--- config.mk ---
export PLATFORM = sky130hd
export DESIGN_NAME = reg_file_mp_flat
export DESIGN_NICKNAME = d
export VERILOG_FILES = /design/src/rtl/rf_pkg.sv /design/src/rtl/reg_file_mp_if.sv /design/src/rtl/rf_clear_seq.sv /design/src/rtl/reg_file_mp.sv /design/src/flat_wrapper.sv
export SDC_FILE = /design/constraint.sdc
export NUM_CORES = 2
export LEC_CHECK = 0
export CAP_MARGIN = 25
export CORE_MARGIN = 2
export CORE_UTILIZATION = 50
export DETAILED_ROUTE_END_ITERATION = 10
export GPL_ROUTABILITY_DRIVEN = 0
export PLACE_DENSITY = 0.68
export SYNTH_ARGS = -nofsm -noshare
export SYNTH_HDL_FRONTEND = slang
export SYNTH_SLANG_ARGS = --single-unit
--- constraint.sdc ---
create_clock -name CLK -period 2.45 [get_ports CLK]
set_clock_uncertainty 0.2 [all_clocks]
set_input_delay 0.245 -clock CLK [delete_from_list [all_inputs] [get_ports CLK]]
set_output_delay 0.245 -clock CLK [all_outputs]
set_load 0.1 [all_outputs]
--- src/rtl/rf_pkg.sv ---
// Shared definitions for the reg_file_mp register file.
//   - default geometry constants
//   - clear-sequencer state encoding
//   - byte_merge(): byte-masked merge used by both the write and bypass paths
// Ports: none (package).
package rf_pkg;

   localparam int unsigned RF_DATA_WIDTH = 32;
   localparam int unsigned RF_DEPTH      = 32;
   localparam int unsigned RF_ADDR_WIDTH = 5;
   localparam int unsigned RF_NUM_RD     = 2;

   // byte_merge works on a fixed maximal width; callers extend their operands
   // and truncate the result, which keeps one function for every DATA_WIDTH
   // up to RF_MAX_WIDTH.
   localparam int unsigned RF_MAX_WIDTH  = 1024;
   localparam int unsigned RF_MAX_BYTES  = RF_MAX_WIDTH / 8;

   typedef enum logic {
      IDLE  = 1'b0,
      CLEAR = 1'b1
   } rf_state_e;

   function automatic logic [RF_MAX_WIDTH-1:0] byte_merge(
      input logic [RF_MAX_WIDTH-1:0] old_v,
      input logic [RF_MAX_WIDTH-1:0] new_v,
      input logic [RF_MAX_BYTES-1:0] mask
   );
      logic [RF_MAX_WIDTH-1:0] m;
      m = old_v;
      for (int unsigned b = 0; b < RF_MAX_BYTES; b++) begin
         if (mask[b]) m[b*8 +: 8] = new_v[b*8 +: 8];
      end
      return m;
   endfunction

endpackage

--- src/rtl/reg_file_mp_if.sv ---
// Bus interface of reg_file_mp.
//   master: drives READ/ADDR_R, WRITE/ADDR_W/DATA_W/WMASK, CLR;
//           receives DATA_R, RVALID, BUSY.
//   slave : the register file side (reverse directions).
interface reg_file_mp_if #(
   parameter int unsigned DATA_WIDTH = 32,
   parameter int unsigned ADDR_WIDTH = 5,
   parameter int unsigned NUM_RD     = 2
);
   logic                           READ;
   logic [NUM_RD*ADDR_WIDTH-1:0]   ADDR_R;
   logic [NUM_RD*DATA_WIDTH-1:0]   DATA_R;
   logic                           RVALID;
   logic                           WRITE;
   logic [ADDR_WIDTH-1:0]          ADDR_W;
   logic [DATA_WIDTH-1:0]          DATA_W;
   logic [DATA_WIDTH/8-1:0]        WMASK;
   logic                           CLR;
   logic                           BUSY;

   modport master (
      output READ, ADDR_R, WRITE, ADDR_W, DATA_W, WMASK, CLR,
      input  DATA_R, RVALID, BUSY
   );

   modport slave (
      input  READ, ADDR_R, WRITE, ADDR_W, DATA_W, WMASK, CLR,
      output DATA_R, RVALID, BUSY
   );
endinterface

--- src/rtl/rf_clear_seq.sv ---
// Bulk-clear sequencer for reg_file_mp.
//   CLK, RST   : clock, asynchronous active-low reset
//   clr_i      : start request, honoured only in IDLE
//   busy_o     : high while CLEAR runs (DEPTH cycles)
//   clr_en_o   : zero entry clr_idx_o at the next edge
//   clr_idx_o  : entry being cleared, 0..DEPTH-1
module rf_clear_seq
   import rf_pkg::*;
#(
   parameter int unsigned DEPTH      = RF_DEPTH,
   parameter int unsigned ADDR_WIDTH = RF_ADDR_WIDTH
) (
   input  logic                  CLK,
   input  logic                  RST,
   input  logic                  clr_i,
   output logic                  busy_o,
   output logic                  clr_en_o,
   output logic [ADDR_WIDTH-1:0] clr_idx_o
);

   localparam logic [ADDR_WIDTH-1:0] LAST_IDX = ADDR_WIDTH'(DEPTH - 1);

   rf_state_e             state_q, state_d;
   logic [ADDR_WIDTH-1:0] idx_q, idx_d;

   always_ff @(posedge CLK or negedge RST) begin
      if (!RST) begin
         state_q <= IDLE;
         idx_q   <= '0;
      end else begin
         state_q <= state_d;
         idx_q   <= idx_d;
      end
   end

   always_comb begin
      state_d   = state_q;
      idx_d     = idx_q;
      busy_o    = 1'b0;
      clr_en_o  = 1'b0;
      clr_idx_o = idx_q;
      case (state_q)
         IDLE: begin
            if (clr_i) begin
               state_d = CLEAR;
               idx_d   = '0;
            end
         end
         CLEAR: begin
            busy_o   = 1'b1;
            clr_en_o = 1'b1;
            if (idx_q == LAST_IDX) begin
               state_d = IDLE;
               idx_d   = '0;
            end else begin
               idx_d = idx_q + 1'b1;
            end
         end
         default: begin
            state_d = IDLE;
            idx_d   = '0;
         end
      endcase
   end

endmodule

--- src/rtl/reg_file_mp.sv ---
// Parametrised multi-port register file.
//   CLK, RST : clock, asynchronous active-low reset
//   bus      : reg_file_mp_if slave port
//              READ/ADDR_R  -> DATA_R/RVALID one cycle later (registered)
//              WRITE/ADDR_W/DATA_W/WMASK -> byte-masked write
//              CLR -> bulk clear, BUSY high while it runs
// Optional hardwired-zero entry 0 (ZERO_REG) and write-to-read forwarding
// (BYPASS). Out-of-range addresses read 0 and drop writes.
module reg_file_mp
   import rf_pkg::*;
#(
   parameter int unsigned DATA_WIDTH = RF_DATA_WIDTH,
   parameter int unsigned DEPTH      = RF_DEPTH,
   parameter int unsigned ADDR_WIDTH = RF_ADDR_WIDTH,
   parameter int unsigned NUM_RD     = RF_NUM_RD,
   parameter bit          ZERO_REG   = 1'b1,
   parameter bit          BYPASS     = 1'b1
) (
   input  logic CLK,
   input  logic RST,
   reg_file_mp_if.slave bus
);

   // One extra bit so DEPTH == 2**ADDR_WIDTH is representable.
   localparam logic [ADDR_WIDTH:0] DEPTH_L = (ADDR_WIDTH + 1)'(DEPTH);

   logic                         busy, clr_en;
   logic [ADDR_WIDTH-1:0]        clr_idx;

   logic [DATA_WIDTH-1:0]        mem_q [DEPTH];
   logic [NUM_RD*DATA_WIDTH-1:0] data_r_q, data_r_d;
   logic                         rvalid_q;

   logic                         w_in_range, wr_en, rd_en;
   logic [DATA_WIDTH-1:0]        w_old, w_merged;
   logic [ADDR_WIDTH-1:0]        ra;
   logic [DATA_WIDTH-1:0]        rv;

   rf_clear_seq #(
      .DEPTH      (DEPTH),
      .ADDR_WIDTH (ADDR_WIDTH)
   ) u_seq (
      .CLK       (CLK),
      .RST       (RST),
      .clr_i     (bus.CLR),
      .busy_o    (busy),
      .clr_en_o  (clr_en),
      .clr_idx_o (clr_idx)
   );

   // Write path; the merged word also feeds the bypass.
   always_comb begin
      w_in_range = ({1'b0, bus.ADDR_W} < DEPTH_L);
      w_old      = w_in_range ? mem_q[bus.ADDR_W] : '0;
      w_merged   = DATA_WIDTH'(byte_merge(RF_MAX_WIDTH'(w_old),
                                          RF_MAX_WIDTH'(bus.DATA_W),
                                          RF_MAX_BYTES'(bus.WMASK)));
      wr_en      = bus.WRITE && !busy && w_in_range &&
                   !(ZERO_REG && (bus.ADDR_W == '0));
      rd_en      = bus.READ && !busy;
   end

   // Read path. Zero-entry masking is applied last so it also wins over bypass.
   always_comb begin
      data_r_d = '0;
      ra       = '0;
      rv       = '0;
      for (int unsigned k = 0; k < NUM_RD; k++) begin
         ra = bus.ADDR_R[k*ADDR_WIDTH +: ADDR_WIDTH];
         rv = '0;
         if ({1'b0, ra} < DEPTH_L)                  rv = mem_q[ra];
         if (BYPASS && wr_en && (ra == bus.ADDR_W)) rv = w_merged;
         if (ZERO_REG && (ra == '0))                rv = '0;
         data_r_d[k*DATA_WIDTH +: DATA_WIDTH] = rv;
      end
   end

   // Clear and write are mutually exclusive: writes are blocked while busy.
   always_ff @(posedge CLK or negedge RST) begin
      if (!RST) begin
         for (int unsigned i = 0; i < DEPTH; i++) mem_q[i] <= '0;
      end else if (clr_en) begin
         mem_q[clr_idx] <= '0;
      end else if (wr_en) begin
         mem_q[bus.ADDR_W] <= w_merged;
      end
   end

   always_ff @(posedge CLK or negedge RST) begin
      if (!RST) begin
         data_r_q <= '0;
         rvalid_q <= 1'b0;
      end else begin
         rvalid_q <= rd_en;
         if (rd_en) data_r_q <= data_r_d;
      end
   end

   assign bus.DATA_R = data_r_q;
   assign bus.RVALID = rvalid_q;
   assign bus.BUSY   = busy;

endmodule

--- src/flat_wrapper.sv ---
// flat-port wrapper written by rule: the top's interface ports become plain ports
module reg_file_mp_flat import rf_pkg::*;
#(
   parameter int unsigned DATA_WIDTH = RF_DATA_WIDTH,
   parameter int unsigned DEPTH      = RF_DEPTH,
   parameter int unsigned ADDR_WIDTH = RF_ADDR_WIDTH,
   parameter int unsigned NUM_RD     = RF_NUM_RD,
   parameter bit          ZERO_REG   = 1'b1,
   parameter bit          BYPASS     = 1'b1
)
  (CLK, RST, bus_READ, bus_ADDR_R, bus_WRITE, bus_ADDR_W, bus_DATA_W, bus_WMASK, bus_CLR, bus_DATA_R, bus_RVALID, bus_BUSY);
  reg_file_mp_if #(.DATA_WIDTH(DATA_WIDTH), .ADDR_WIDTH(ADDR_WIDTH), .NUM_RD(NUM_RD)) bus_i ();
  input  logic CLK;
  input  logic RST;
  input wire logic [$bits(bus_i.READ)-1:0] bus_READ;
  input wire logic [$bits(bus_i.ADDR_R)-1:0] bus_ADDR_R;
  input wire logic [$bits(bus_i.WRITE)-1:0] bus_WRITE;
  input wire logic [$bits(bus_i.ADDR_W)-1:0] bus_ADDR_W;
  input wire logic [$bits(bus_i.DATA_W)-1:0] bus_DATA_W;
  input wire logic [$bits(bus_i.WMASK)-1:0] bus_WMASK;
  input wire logic [$bits(bus_i.CLR)-1:0] bus_CLR;
  output wire logic [$bits(bus_i.DATA_R)-1:0] bus_DATA_R;
  output wire logic [$bits(bus_i.RVALID)-1:0] bus_RVALID;
  output wire logic [$bits(bus_i.BUSY)-1:0] bus_BUSY;
  assign bus_i.READ = bus_READ;
  assign bus_i.ADDR_R = bus_ADDR_R;
  assign bus_i.WRITE = bus_WRITE;
  assign bus_i.ADDR_W = bus_ADDR_W;
  assign bus_i.DATA_W = bus_DATA_W;
  assign bus_i.WMASK = bus_WMASK;
  assign bus_i.CLR = bus_CLR;
  assign bus_DATA_R = bus_i.DATA_R;
  assign bus_RVALID = bus_i.RVALID;
  assign bus_BUSY = bus_i.BUSY;
  reg_file_mp #(.DATA_WIDTH(DATA_WIDTH), .DEPTH(DEPTH), .ADDR_WIDTH(ADDR_WIDTH), .NUM_RD(NUM_RD), .ZERO_REG(ZERO_REG), .BYPASS(BYPASS)) u_core (.CLK(CLK), .RST(RST), .bus(bus_i));
endmodule
==> impl_results.md <==
- Final period utilization: 1.026
- Share of post-route cells with drive strength above 1: 0.3216
- Root cell of the clock tree: sky130_fd_sc_hd__clkbuf_16
- Ys async rst share: 1.000
- Number of cells traversed by the worst register-to-register path: 7
- Setup TNS after final layout: -172.5 ps
- Gate power share: 0.321
- Clock share of power: 0.303
- Area of the die: 134300 µm²
- Number of sinks driven by the clock tree: 1095
- Pin count of the biggest net entering global routing: 90
- Outcome: complete, but fails checks
- Layout filler cell count: 10042
- Insertion delay of the later-clocked pin in the worst-skew pair: 800 ps
- Leading cell types by total area after synthesis: sky130_fd_sc_hd__dfrtp_1 42%, sky130_fd_sc_hd__mux4_2 18%, sky130_fd_sc_hd__a22o_1 14%
- Upper clock frequency limit: 397.8 MHz
- IO buf count: 121
- Library cells used by synthesis: 75
- Number of setup violations in the final report: 12
- Max-slew violations: 0
- Number of DRC violations after detailed routing: 0
- Power Density: 788.0 nW/µm²
- Violated checks: negative setup slack
- Endpoint type of the worst setup path: flip-flop
- Core box area: 131000 µm²
- Arrival time of data at the critical path endpoint: 3030 ps
- Vias in the first global route: 56616
- # rows: 133
- Classification of the worst setup path: reg2reg
- Startpoint of the worst setup timing path: u_core.u_seq.state_q
- Antenna violations before repair: 19
- Count of flip-flops with a built-in enable after synthesis: 0
- Tmin final: 2514 ps
- Kind of start point of the critical path: flip-flop
- Gate count of the mapped netlist: 4970
- Die Wd: 366.5 µm
- Seq cells post-synth: 1095
- Synthesized cell area: 65700 µm²
- Cell leakage power: 0.03567 µW
- Worst reg2reg setup slack: -60 ps
- Total routing usage reported by global routing: 0.4452
- Worst max-slew margin expressed relative to the limit: 0.5369
- Avg Vias per Cell: 7.988
- Internal power contribution: 39770 µW
- Part of the power in registers: 0.377
- Maximum vdd ir drop: 0.9015 mV
- Worst setup slack before clock tree synthesis: -495.7 ps
- Worst setup margin: -64.04 ps
- Vertical die dimension: 366.5 µm
- Initial standard-cell utilization of the core: 0.5017
- Number of top-level design ports: 122
- Routed Antenna Nets: 0
- Layout-stage area growth over the synthesis result: 21.87%
- Average cell area after synthesis: 13.22 µm²
- Number of nets produced by synthesis: 5031
- Max Root-Sink Buffers: 3
- Class of the worst hold path: in2reg
- Average routed wire per standard cell: 41.72 µm
- Clock transition at the registers of the reported paths: 60 ps
- Routed WL: 302900 µm
- Detailed-router iteration count before antenna repair: 8
- CP required: 2960 ps
- Nets: 5458
- Total number of vias: 58004
- Pin slew with the least headroom to its limit: 694.7 ps
- CTS H-Tree Depth: 3
- Total power draw: 63100 µW
- Crit Path Max Fanout: 13
- Library cell with the largest summed area after synthesis: sky130_fd_sc_hd__dfrtp_1
- Grt ovf: 0
- Reg-to-Reg End: u_core.bus.DATA_R[7]
- Timing endpoint of the critical path: u_core.bus.DATA_R[7]
- Synth Warn #: 0
- RR Startpoint: u_core.u_seq.state_q
- Switching Fraction: 0.3698
- DRC marker count from the first detailed-route iteration: 10211
- Sequential fraction of the synthesis area: 0.4170
- Most used DFF post-synth: sky130_fd_sc_hd__dfrtp_1
- Clock tree from TritonCTS: done
- Area share of the leading cell type in the synthesized netlist: 0.4170
- Half-perimeter wire length after placement: 198400 µm
- Total clock buffers created by CTS: 118
- Count of final hold-check violations: 0
- Maxcap violations: 0
- Switching pwr: 23330 µW
- Wire length of the first global-routing pass: 426900 µm
-- synthesized netlist by cell type (10+ instances only) --
master / n
sky130_fd_sc_hd__o21ai_1: 14
sky130_fd_sc_hd__dfrtp_1: 1095
sky130_fd_sc_hd__nor4_1: 57
sky130_fd_sc_hd__mux4_2: 534
sky130_fd_sc_hd__a31oi_1: 11
sky130_fd_sc_hd__a22oi_1: 130
sky130_fd_sc_hd__a221o_1: 60
sky130_fd_sc_hd__mux2i_1: 707
sky130_fd_sc_hd__o22ai_1: 127
sky130_fd_sc_hd__and2_1: 16
sky130_fd_sc_hd__a221oi_1: 11
sky130_fd_sc_hd__buf_4: 33
sky130_fd_sc_hd__inv_1: 30
sky130_fd_sc_hd__buf_6: 106
sky130_fd_sc_hd__clkbuf_1: 299
sky130_fd_sc_hd__o21ai_0: 31
sky130_fd_sc_hd__a21oi_1: 43
sky130_fd_sc_hd__nand2b_1: 10
sky130_fd_sc_hd__a22o_1: 1017
sky130_fd_sc_hd__o21bai_1: 10
sky130_fd_sc_hd__a32oi_2: 19
sky130_fd_sc_hd__nor3_1: 16
sky130_fd_sc_hd__nor2b_1: 55
sky130_fd_sc_hd__nor2_1: 85
sky130_fd_sc_hd__and3_1: 40
sky130_fd_sc_hd__nand3_1: 27
sky130_fd_sc_hd__nand2_1: 81
sky130_fd_sc_hd__buf_2: 138
sky130_fd_sc_hd__buf_1: 41
-- state kept, by name, indices dropped and copies added, names as in the netlist --
name                    cells
u_core.mem_q             1024
u_core.u_seq.state_q        1
u_core.bus.DATA_R          64
u_core.bus.RVALID           1
u_core.u_seq.clr_idx_o      5
-- routing by layer --
metal,vias to the layer above,routed length (µm),GRT usage
met5,-,236,0.007123
met4,18,27970,0.3272
met3,1738,51920,0.2361
met2,6083,122200,0.6002
met1,29055,100600,0.5368
li1,21110,-,-
-- power by group through the flow --
| stage | sequential, µW | combinational [µW] | clock, µW |
|---|---|---|---|
| floorplan | 25800 | 8870 | 0 |
| global placement | 23700 | 19100 | 0 |
| detailed placement | 23800 | 19400 | 0 |
| CTS | 23500 | 19600 | 19100 |
| global route | 23900 | 20600 | 19800 |
| finish | 23800 | 20200 | 19100 |
-- worst min-delay path by stage --
| stage | depth (start not counted) | end | start |
|---|---|---|---|
| 6_report | 3 | u_core.bus.DATA_R[36] | bus_DATA_W[4] |
| 4_1_cts | 3 | u_core.bus.DATA_R[36] | bus_DATA_W[4] |
| 3_5_place_dp | 1 | u_core.mem_q[134] | RST |
| 2_1_floorplan | 0 | u_core.bus.DATA_R[0] | RST |
| 5_1_grt | 3 | u_core.mem_q[130] | RST |
| 3_3_place_gp | 1 | u_core.mem_q[998] | RST |
-- layout by cell type, fill, tap and decap left out, types with 11 or more instances in the layout --
cell	synthesis	final
sky130_fd_sc_hd__a21oi_1	43	24
sky130_fd_sc_hd__a21oi_4	0	20
sky130_fd_sc_hd__a221o_1	60	60
sky130_fd_sc_hd__a221oi_1	11	11
sky130_fd_sc_hd__a22o_1	1017	1017
sky130_fd_sc_hd__a22oi_1	130	130
sky130_fd_sc_hd__a31oi_4	0	11
sky130_fd_sc_hd__a32oi_2	19	19
sky130_fd_sc_hd__and2_1	16	15
sky130_fd_sc_hd__and3_1	40	35
sky130_fd_sc_hd__buf_12	5	289
sky130_fd_sc_hd__buf_4	33	569
sky130_fd_sc_hd__buf_6	106	12
sky130_fd_sc_hd__clkbuf_1	299	14
sky130_fd_sc_hd__clkbuf_16	0	123
sky130_fd_sc_hd__clkbuf_8	0	31
sky130_fd_sc_hd__clkdlybuf4s50_1	0	43
sky130_fd_sc_hd__clkinv_2	0	19
sky130_fd_sc_hd__dfrtp_1	1095	1094
sky130_fd_sc_hd__diode_2	0	15
sky130_fd_sc_hd__inv_1	30	30
sky130_fd_sc_hd__mux2i_1	707	707
sky130_fd_sc_hd__mux4_2	534	534
sky130_fd_sc_hd__nand2_1	81	81
sky130_fd_sc_hd__nand3_1	27	26
sky130_fd_sc_hd__nor2_1	85	71
sky130_fd_sc_hd__nor2_4	0	22
sky130_fd_sc_hd__nor2b_1	55	47
sky130_fd_sc_hd__nor3_1	16	14
sky130_fd_sc_hd__nor4_1	57	57
sky130_fd_sc_hd__o21ai_0	31	30
sky130_fd_sc_hd__o21ai_1	14	14
sky130_fd_sc_hd__o22ai_1	127	127
-- through the flow --
| stage | instance area [µm²] | cells | util | hold WS [ps] |
|---|---|---|---|---|
| 2_1_floorplan | 65710 | 4970 | - | -250.6 |
| 3_3_place_gp | 75630 | 7015 | 0.5775 | 15.22 |
| 3_5_place_dp | 75630 | 7015 | 0.5775 | 5.422 |
| 4_1_cts | 79890 | 7240 | 0.6100 | 0.07372 |
| 5_1_grt | 80040 | 7248 | 0.6112 | 67.59 |
| 6_report | 80070 | 7261 | 0.6114 | 19.80 |
-- cells by family (layout without fill, tap and decap cells) --
family                     after synthesis  in the layout  synth area share
xor gates and xnor gates                12             12          0.001600
and+or+nand+nor                        441            441           0.03843
buffers and inverters                  655           1176           0.05563
muxes                                 1246           1246            0.2921
other                                    0             15                 0
adders and majority gates                5              5         0.0009522
DFF                                   1095           1095            0.4170
AOI/OAI and AO/OA                     1516           1516            0.1943
-- cell type report --
class                   count  area, µm²  area share
multi-input cells        3220      35370      0.4417
flip-flops and latches   1095      27410      0.3423
repair buffers            931      10860      0.1357
clock buffers             166       3518     0.04394
well taps                1755       2196     0.02742
clock inverters            48      570.5    0.007125
inverters                  31      116.4    0.001453
diodes                     15      37.54   0.0004688
-- worst max-delay path, cell delays in order, from the launching register on --
cell                       delay (ps)
sky130_fd_sc_hd__dfrtp_4          520
sky130_fd_sc_hd__buf_4            200
sky130_fd_sc_hd__nand2b_4         230
sky130_fd_sc_hd__a21o_2           270
sky130_fd_sc_hd__buf_12           170
sky130_fd_sc_hd__buf_12           150
sky130_fd_sc_hd__nor4_1           520
sky130_fd_sc_hd__a221o_1          200
-- what timing repair did --
action	in CTS	in global routing
hold buffers	3	0
gates cloned	1	1
setup endpoints to repair	85	148
gates resized for setup	7	21
hold endpoints to repair	1098	0
setup buffers	7	7
pin swaps	4	8
Power figures use the tool's default switching activity.
